<file path="src/rtl/hazard_pkg.sv">
// rtl/hazard_pkg.sv - encodings, timing constants and shadow-slot types for hazard_ctrl
package hazard_pkg;

  localparam logic [5:0] OP_RTYPE  = 6'h00;
  localparam logic [5:0] OP_REGIMM = 6'h01;
  localparam logic [5:0] OP_J      = 6'h02;
  localparam logic [5:0] OP_JAL    = 6'h03;
  localparam logic [5:0] OP_BEQ    = 6'h04;
  localparam logic [5:0] OP_ORI    = 6'h0d;
  localparam logic [5:0] OP_LUI    = 6'h0f;
  localparam logic [5:0] OP_LW     = 6'h23;
  localparam logic [5:0] OP_SW     = 6'h2b;

  localparam logic [5:0] FN_JR   = 6'h08;
  localparam logic [5:0] FN_ADDU = 6'h21;
  localparam logic [5:0] FN_SUBU = 6'h23;

  localparam logic [4:0] RT_BGEZ = 5'd1;
  localparam logic [4:0] REG_RA  = 5'd31;

  localparam logic [1:0] FWD_RF = 2'b00;
  localparam logic [1:0] FWD_W  = 2'b01;
  localparam logic [1:0] FWD_M  = 2'b10;

  localparam logic [1:0] T_0    = 2'd0;
  localparam logic [1:0] T_1    = 2'd1;
  localparam logic [1:0] T_2    = 2'd2;
  localparam logic [1:0] T_NONE = 2'd3;

  // Source addresses are held as 0 when the instruction does not read them.
  typedef struct packed {
    logic [4:0] rs;
    logic [4:0] rt;
    logic [4:0] wa;
    logic [1:0] tnew;
  } slot_e_t;

  typedef struct packed {
    logic [4:0] rt;
    logic [4:0] wa;
    logic [1:0] tnew;
  } slot_m_t;

  typedef struct packed {
    logic [4:0] wa;
  } slot_w_t;

  function automatic logic hit(input logic [4:0] src, input logic [4:0] wa);
    return (src != 5'd0) && (src == wa);
  endfunction

  function automatic logic [1:0] fwd_sel(input logic [4:0] src, input slot_m_t m, input slot_w_t w);
    if (hit(src, m.wa) && (m.tnew == T_0)) return FWD_M;
    if (hit(src, w.wa)) return FWD_W;
    return FWD_RF;
  endfunction

endpackage

</file>
<file path="src/rtl/hazard_ctrl_decode.sv">
// rtl/hazard_ctrl_decode.sv - D-stage decode of source/dest addresses, Tuse and Tnew
module hazard_decode
  import hazard_pkg::*;
(
  input  logic [31:0] i_instr,
  output logic [4:0]  o_rs,
  output logic [4:0]  o_rt,
  output logic [4:0]  o_wa,
  output logic [1:0]  o_tuse_rs,
  output logic [1:0]  o_tuse_rt,
  output logic [1:0]  o_tnew
);

  logic [5:0] w_op;
  logic [5:0] w_funct;
  logic [4:0] w_rs_f;
  logic [4:0] w_rt_f;
  logic [4:0] w_rd_f;

  assign w_op    = i_instr[31:26];
  assign w_rs_f  = i_instr[25:21];
  assign w_rt_f  = i_instr[20:16];
  assign w_rd_f  = i_instr[15:11];
  assign w_funct = i_instr[5:0];

  always_comb begin
    o_tuse_rs = T_NONE;
    o_tuse_rt = T_NONE;
    o_wa      = 5'd0;
    o_tnew    = T_0;
    case (w_op)
      OP_RTYPE: begin
        if (w_funct == FN_ADDU || w_funct == FN_SUBU) begin
          o_tuse_rs = T_1;
          o_tuse_rt = T_1;
          o_wa      = w_rd_f;
          o_tnew    = T_1;
        end else if (w_funct == FN_JR) begin
          o_tuse_rs = T_0;
        end
      end
      OP_REGIMM: if (w_rt_f == RT_BGEZ) o_tuse_rs = T_0;
      OP_BEQ: begin
        o_tuse_rs = T_0;
        o_tuse_rt = T_0;
      end
      OP_ORI: begin
        o_tuse_rs = T_1;
        o_wa      = w_rt_f;
        o_tnew    = T_1;
      end
      OP_LUI: begin
        o_wa   = w_rt_f;
        o_tnew = T_1;
      end
      OP_LW: begin
        o_tuse_rs = T_1;
        o_wa      = w_rt_f;
        o_tnew    = T_2;
      end
      OP_SW: begin
        o_tuse_rs = T_1;
        o_tuse_rt = T_2;
      end
      OP_JAL: begin
        o_wa   = REG_RA;
        o_tnew = T_1;
      end
      default: ;
    endcase
  end

  // Unused sources collapse to $0 so they can never match a slot.
  assign o_rs = (o_tuse_rs != T_NONE) ? w_rs_f : 5'd0;
  assign o_rt = (o_tuse_rt != T_NONE) ? w_rt_f : 5'd0;

endmodule

</file>
<file path="src/rtl/hazard_ctrl.sv">
// rtl/hazard_ctrl.sv - shadow E/M/W slots, stall and forwarding select generation
module hazard_ctrl
  import hazard_pkg::*;
(
  input  logic        clk,
  input  logic        reset,
  input  logic [31:0] Instr_D,
  output logic        Stall,
  output logic [1:0]  ForwardRSD,
  output logic [1:0]  ForwardRTD,
  output logic [1:0]  ForwardRSE,
  output logic [1:0]  ForwardRTE,
  output logic        ForwardRTM
);

  logic [4:0] w_rs;
  logic [4:0] w_rt;
  logic [4:0] w_wa;
  logic [1:0] w_tuse_rs;
  logic [1:0] w_tuse_rt;
  logic [1:0] w_tnew;
  logic       w_stall_e;
  logic       w_stall_m;

  slot_e_t r_e;
  slot_m_t r_m;
  slot_w_t r_w;

  hazard_decode u_decode (
    .i_instr   (Instr_D),
    .o_rs      (w_rs),
    .o_rt      (w_rt),
    .o_wa      (w_wa),
    .o_tuse_rs (w_tuse_rs),
    .o_tuse_rt (w_tuse_rt),
    .o_tnew    (w_tnew)
  );

  assign w_stall_e = (hit(w_rs, r_e.wa) && (w_tuse_rs < r_e.tnew)) ||
                     (hit(w_rt, r_e.wa) && (w_tuse_rt < r_e.tnew));
  assign w_stall_m = (hit(w_rs, r_m.wa) && (w_tuse_rs < r_m.tnew)) ||
                     (hit(w_rt, r_m.wa) && (w_tuse_rt < r_m.tnew));
  assign Stall     = w_stall_e | w_stall_m;

  assign ForwardRSD = fwd_sel(w_rs, r_m, r_w);
  assign ForwardRTD = fwd_sel(w_rt, r_m, r_w);
  assign ForwardRSE = fwd_sel(r_e.rs, r_m, r_w);
  assign ForwardRTE = fwd_sel(r_e.rt, r_m, r_w);
  assign ForwardRTM = hit(r_m.rt, r_w.wa);

  always_ff @(posedge clk) begin
    if (!reset) begin
      r_e <= '0;
      r_m <= '0;
      r_w <= '0;
    end else begin
      r_w.wa   <= r_m.wa;
      r_m.rt   <= r_e.rt;
      r_m.wa   <= r_e.wa;
      r_m.tnew <= (r_e.tnew == T_0) ? T_0 : r_e.tnew - 2'd1;
      // A held D instruction leaves a bubble behind it in E.
      if (Stall) begin
        r_e <= '0;
      end else begin
        r_e.rs   <= w_rs;
        r_e.rt   <= w_rt;
        r_e.wa   <= w_wa;
        r_e.tnew <= w_tnew;
      end
    end
  end

endmodule

</file>
<file path="config.mk">
export PLATFORM = sky130hd
export DESIGN_NAME = hazard_ctrl
export DESIGN_NICKNAME = d
export VERILOG_FILES = /design/src/rtl/hazard_pkg.sv /design/src/rtl/hazard_ctrl_decode.sv /design/src/rtl/hazard_ctrl.sv
export SDC_FILE = /design/constraint.sdc
export NUM_CORES = 1
export LEC_CHECK = 0
export BUFFER_PORTS_ARGS = -buffer_cell sky130_fd_sc_hd__buf_4
export CAP_MARGIN = 30
export CORE_MARGIN = 8
export CORE_UTILIZATION = 30
export DETAILED_ROUTE_END_ITERATION = 12
export HOLD_SLACK_MARGIN = 0.15
export PLACE_DENSITY = 0.57
export SLEW_MARGIN = 25
export SYNTH_ARGS = -nofsm -noshare
export SYNTH_HDL_FRONTEND = slang
export SYNTH_SLANG_ARGS = --single-unit
</file>
<file path="constraint.sdc">
create_clock -name clk -period 3.95 [get_ports clk]
set_input_delay 0.1975 -clock clk [delete_from_list [all_inputs] [get_ports clk]]
set_output_delay 0.1975 -clock clk [all_outputs]
set_load 0.01 [all_outputs]
</file>
==> results of run 1 <==
-- Yosys cell counts (3+ instances only) --
cell type | number | area (µm²)
dfxtp_1 | 34 | 680.7
nor3_2 | 7 | 70.07
nor3_1 | 8 | 40.04
xor2_1 | 27 | 236.5
o21ai_0 | 3 | 15.01
a211oi_2 | 4 | 50.05
a21oi_1 | 15 | 75.07
inv_1 | 12 | 45.04
nand2_1 | 20 | 75.07
ha_1 | 5 | 62.56
nor4_1 | 11 | 68.82
nand4_1 | 7 | 43.79
nor2_1 | 14 | 52.55
or4_1 | 4 | 30.03
clkbuf_1 | 11 | 41.29
buf_2 | 4 | 20.02
and2_1 | 16 | 100.1
nor4b_1 | 3 | 26.28
and3b_1 | 3 | 26.28
xnor2_1 | 23 | 201.4
nand3_1 | 3 | 15.01
-- state kept, by name, summed over array words and instances (netlist names) --
register and flops:
r_e 17, r_m 12, r_w 5
-- metal layers --
| layer | GRT usage | wire length, µm | vias up |
|---|---|---|---|
| met2 | 0.1812 | 2801 | 33 |
| met3 | 0.02027 | 172 | 5 |
| li1 | - | - | 1013 |
| met4 | 0.03670 | 70 | 0 |
| met5 | 0 | 0 | - |
| met1 | 0.1534 | 3095 | 925 |
-- cell type report --
class	instances	area (µm²)	share of cell area
Multi-Input combinational cell	208	1528	0.5419
Clock buffer	6	82.58	0.02929
Clock inverter	2	60.06	0.02130
Sequential cell	34	680.7	0.2415
Tap cell	102	127.6	0.04527
Timing Repair Buffer	39	295.3	0.1047
Inverter	12	45.04	0.01598
-- cell families after synthesis --
logic type      Yosys count
simple gates            111
xor+xnor                 50
compound gates           42
flops                    34
buf+inv                  32
fa+ha+maj                 5
-- metrics by stage --
stage	total power [W]	instance area [µm²]	hold slack [ns]
final	0.0008527	2819	0.1748
after global routing	0.0008903	2819	0.1736
after CTS	0.0008624	2819	0.1686
after detailed placement	0.0004654	2666	0.4162
after global placement	0.0004634	2666	0.4190
after floorplan	0.0004231	2356	0.2685
-- power breakdown --
| group | leakage, nW | switching (W) | internal (W) |
|---|---|---|---|
| logic | 0.769 | 0.0000579 | 0.0000498 |
| clock network | 0.0714 | 0.000125 | 0.000269 |
| registers | 0.274 | 0.00000471 | 0.000346 |
| total | 1.11 | 0.000188 | 0.000665 |
-- critical path, stage by stage --
cell	delay [ns]
dlygate4sd3_1	0.54
buf_4	0.16
nor2_2	0.31
nand2_1	0.16
or2_2	0.35
ha_1	0.19
or4_1	0.52
a21oi_1	0.19
a21oi_1	0.10
o32ai_1	0.29
buf_4	0.19
-- worst max path at each step --
stage	to	slack, ns	depth (start not counted)
after global placement	r_e[2]	0.67	11
after global routing	Stall	0.41	11
after detailed placement	r_e[11]	0.67	11
after floorplan	r_e[4]	1.33	12
final	Stall	0.56	11
after CTS	Stall	0.60	11
==> metrics.txt, run 1 <==
Peak VDD IR=0.1452 mV; Layout area overhead=19.65%; die area=0.01095 mm²; R2R Setup Slk=1.72 ns; RSZ-0062 raised after global routing=false; synthesized area per cell=8.599 µm²; clk_lat worst skew=0.29 ns; fraction of synthesized area in multiplexers=0; Overall Global Routing Usage=0.1144; TritonCTS clock tree=yes; main combinational cell family by area after synthesis=simple AND/OR/NAND/NOR gates; Die Width=104.6 µm; share of the yosys chip area belonging to registers=0.2889; final worst path period need=3.386 ns; CTS clock-pin slew for the worst setup and hold paths=0.06 ns; setup bufs post-CTS=0; Async S/R FF share, synth=0; relative slew slack=0.5784; ant diodes=0; Synth cell types=55; critical path required time=3.75 ns; crit end category=output port; DP Wirelength=4.614 mm; Seq cells post-synth=34; most frequent cells in the layout=buf_4, dfxtp_1, xor2_1; fin. max-slew vios=0; Hold Crit Class=in2reg; Synth Net Count=313; Worst Hold Path EP=r_e[2]; clk sinks=34; final setup margin=0.5644 ns; layout cells sized above 1=0.2359; antenna violations before repair=0; Least-Margin Pin Slew=0.6301 ns; RR Startpoint=r_e[1]; fmax=0.2954 GHz; Critical Path AT=3.19 ns; DRT antenna net count=0; DP Cell Count=394; post_cts resized=0; Post-Route Setup TNS=0 ns; PwrDens=302.5 mW/mm²; num ports=44; Worst setup SP type=input port; DRT Wirelength=6.139 mm; WS Path Type=in2out; number of synthesized flops with an enable pin=0; die height=104.6 µm; TritonRoute pass-1 iters=4; Yosys warning count=0; via/cell ratio=4.903; cts hold-fix bufs=1; Synth Area in Compound Gates=0.1418; top_reg_cell synth=dfxtp_1; Std-Cell Rows=32; Root Buffer=clkbuf_8; Layout Nets=339; DR iter-0 viols=137; adder-cell share of the synthesized area=0.02655; number of global-route vias before repair=2058; Synth Area in XOR/XNOR=0.1859; DRC viols=0; hold path cells=3; commonest non-fill, non-tap cell in the layout=buf_4; largest net degree at the start of global routing=18; CP Max Fanout=9; H-tree depth=2; Cell Area, Synth=0.002356 mm²; Finished Layout Cells=403; status=complete, no violations; global placement routability congestion=0.8207; CTS buffer count=5; Initial Utilization=0.3065; Setup-failing EPs final=0; max cap viols=0; simple logic cell fraction of the synthesized area=0.2942; Place WS=0.6727 ns; FF-to-FF End=r_e[2]; Port Buffers=38; CORE AREA=0.007687 mm²; Util after Layout=0.3667; Crit. Startpoint=Instr_D[30]; fin crit share=0.8571; total gr overflow=0; worst reg2reg path depth=7; Vias=1976; DR WL/cell=15.23 µm; clk buf depth=2; Filler Cell Count=811; skew final=0.008207 ns; first-pass GRT wire length=10.27 mm; Mapped Cells=274; final hold viol count=0; leakage=1.115 nW; hold_sp=Instr_D[11]
Power figures use the tool's default switching activity.
==> run 2: changes to the inputs <==
--- a/config.mk
+++ b/config.mk
@@ -11,7 +11,7 @@
 export CORE_UTILIZATION = 30
 export DETAILED_ROUTE_END_ITERATION = 12
 export HOLD_SLACK_MARGIN = 0.15
-export PLACE_DENSITY = 0.57
+export PLACE_DENSITY = 0.46
 export SLEW_MARGIN = 25
 export SYNTH_ARGS = -nofsm -noshare
 export SYNTH_HDL_FRONTEND = slang
==> metrics.txt, run 2 (synthesis gave the netlist of run 1 again) <==
Overall Global Routing Usage=0.1189; CTS clock-pin slew for the worst setup and hold paths=0.06 ns; Setup-failing EPs final=0; commonest non-fill, non-tap cell in the layout=buf_4; number of global-route vias before repair=2006; H-tree depth=2; via/cell ratio=4.938; DR iter-0 viols=69; layout cells sized above 1=0.2359; relative slew slack=0.5489; status=complete, no violations; R2R Setup Slk=1.67 ns; Std-Cell Rows=32; Die Width=104.6 µm; Worst path depth=11; clk buf depth=2; clk_lat worst skew=0.29 ns; Critical Path AT=3.45 ns; global placement routability congestion=0.7950; final hold viol count=0; DR WL/cell=15.88 µm; Layout Nets=339; CP endpoint=r_e[2]; most frequent cells in the layout=buf_4, dfxtp_1, xor2_1; post_cts resized=0; fin crit share=0.8380; ant diodes=0; RSZ-0062 raised after global routing=false; Hold Crit Class=in2reg; Biggest register=r_e; delay of the slowest cell on the worst path=0.57 ns; CORE AREA=0.007687 mm²; Crit. Startpoint=Instr_D[30]; Root Buffer=clkbuf_8; leakage=1.090 nW; Worst setup SP type=input port; WS Path Type=in2reg; die area=0.01095 mm²; worst reg2reg path depth=7; Least-Margin Pin Slew=0.6741 ns; crit end category=flip-flop; largest net degree at the start of global routing=18; CP Max Fanout=17; Post-Route Setup TNS=0 ns; Initial Utilization=0.3065; max reg flops=17; fin. max-slew vios=0; max cap viols=0; fmax=0.3021 GHz; WP buf/inv=2; DRT antenna net count=0; critical path required time=4.09 ns; CTS buffer count=5; first-pass GRT wire length=10.54 mm; FF-to-FF End=r_e[2]; num ports=44; DP Wirelength=4.872 mm; Port Buffers=38; Peak VDD IR=0.1007 mV; Slowest-stage cell, CP=o21ai_4; TritonCTS clock tree=yes; final worst path period need=3.310 ns; TritonRoute pass-1 iters=4; worst-path cell chain=dlygate4sd3_1, buf_4, nor2_2, a41oi_1, o21ai_2, ha_1, a21oi_1, nor4b_1, a32oi_4, o21ai_4, a211oi_1; CP top delay family=compound AO/OA/AOI/OAI gates; die height=104.6 µm; Vias=1990; DRT Wirelength=6.400 mm; skew final=0.008521 ns; antenna violations before repair=0; Layout area overhead=17.63%; total gr overflow=0; DRC viols=0; clk sinks=34; final setup margin=0.6397 ns; Largest regs=r_e (17), r_m (12), r_w (5); PwrDens=263.0 mW/mm²; RR Startpoint=r_e[1]; Place WS=0.6236 ns
-- run 2: worst min path at each step --
stage                      startpoint      to  slack (ns)  depth (start not counted)
final                     Instr_D[11]  r_e[2]        0.18                          3
after global routing      Instr_D[11]  r_e[2]        0.18                          3
after CTS                 Instr_D[11]  r_e[2]        0.16                          3
after detailed placement  Instr_D[30]  r_e[1]        0.42                          2
after global placement    Instr_D[30]  r_e[1]        0.42                          2
after floorplan           Instr_D[30]  r_e[1]        0.27                          1
-- run 2: area by class of cell --
class / instances / area (µm²)
Inverter: 12 / 45.04
Clock inverter: 2 / 12.51
Clock buffer: 6 / 82.58
Fill cell: 811 / 4916
Timing Repair Buffer: 39 / 295.3
Sequential cell: 34 / 680.7
Multi-Input combinational cell: 208 / 1528
Tap cell: 102 / 127.6
-- run 2: worst reg2reg max path: cells and delay by family, from the launching register on --
kind | cells | cell delay [ns]
adder cells (fa/ha/maj) | 1 | 0.33
buffers and inverters | 1 | 0.08
AO/OA/AOI/OAI | 4 | 0.94
flip-flops | 1 | 0.33
AND/OR/NAND/NOR | 1 | 0.46
-- run 2: repair_timing --
item,CTS,global route
hold buffers,1,0
hold endpoints to repair,1,0
setup buffers,0,0
-- run 2: layer usage --
metal / part of all wire / track usage / up-vias
met5: 0 / 0 / -
met4: 0.014 / 0.03874 / 0
met3: 0.033 / 0.02457 / 7
met2: 0.45 / 0.1885 / 38
met1: 0.51 / 0.1571 / 932
li1: - / - / 1013
-- run 2: power by group --
group / internal (W) / total [W] / switching (W)
Sequential: 0.000346 / 0.000350 / 0.00000471
Combinational: 0.0000498 / 0.000108 / 0.0000585
Clock: 0.000140 / 0.000270 / 0.000130
-- run 2: per-stage QoR --
stage	area (µm²)	instances	util	power [W]	hold WS, ns
CTS	2771	403	0.3605	0.0007387	0.1616
global placement	2666	394	0.3468	0.0004659	0.4238
floorplan	2356	274	-	0.0004231	0.2685
global route	2771	403	0.3605	0.0007689	0.1775
finish	2771	403	0.3605	0.0007288	0.1756
detailed placement	2666	394	0.3468	0.0004663	0.4199
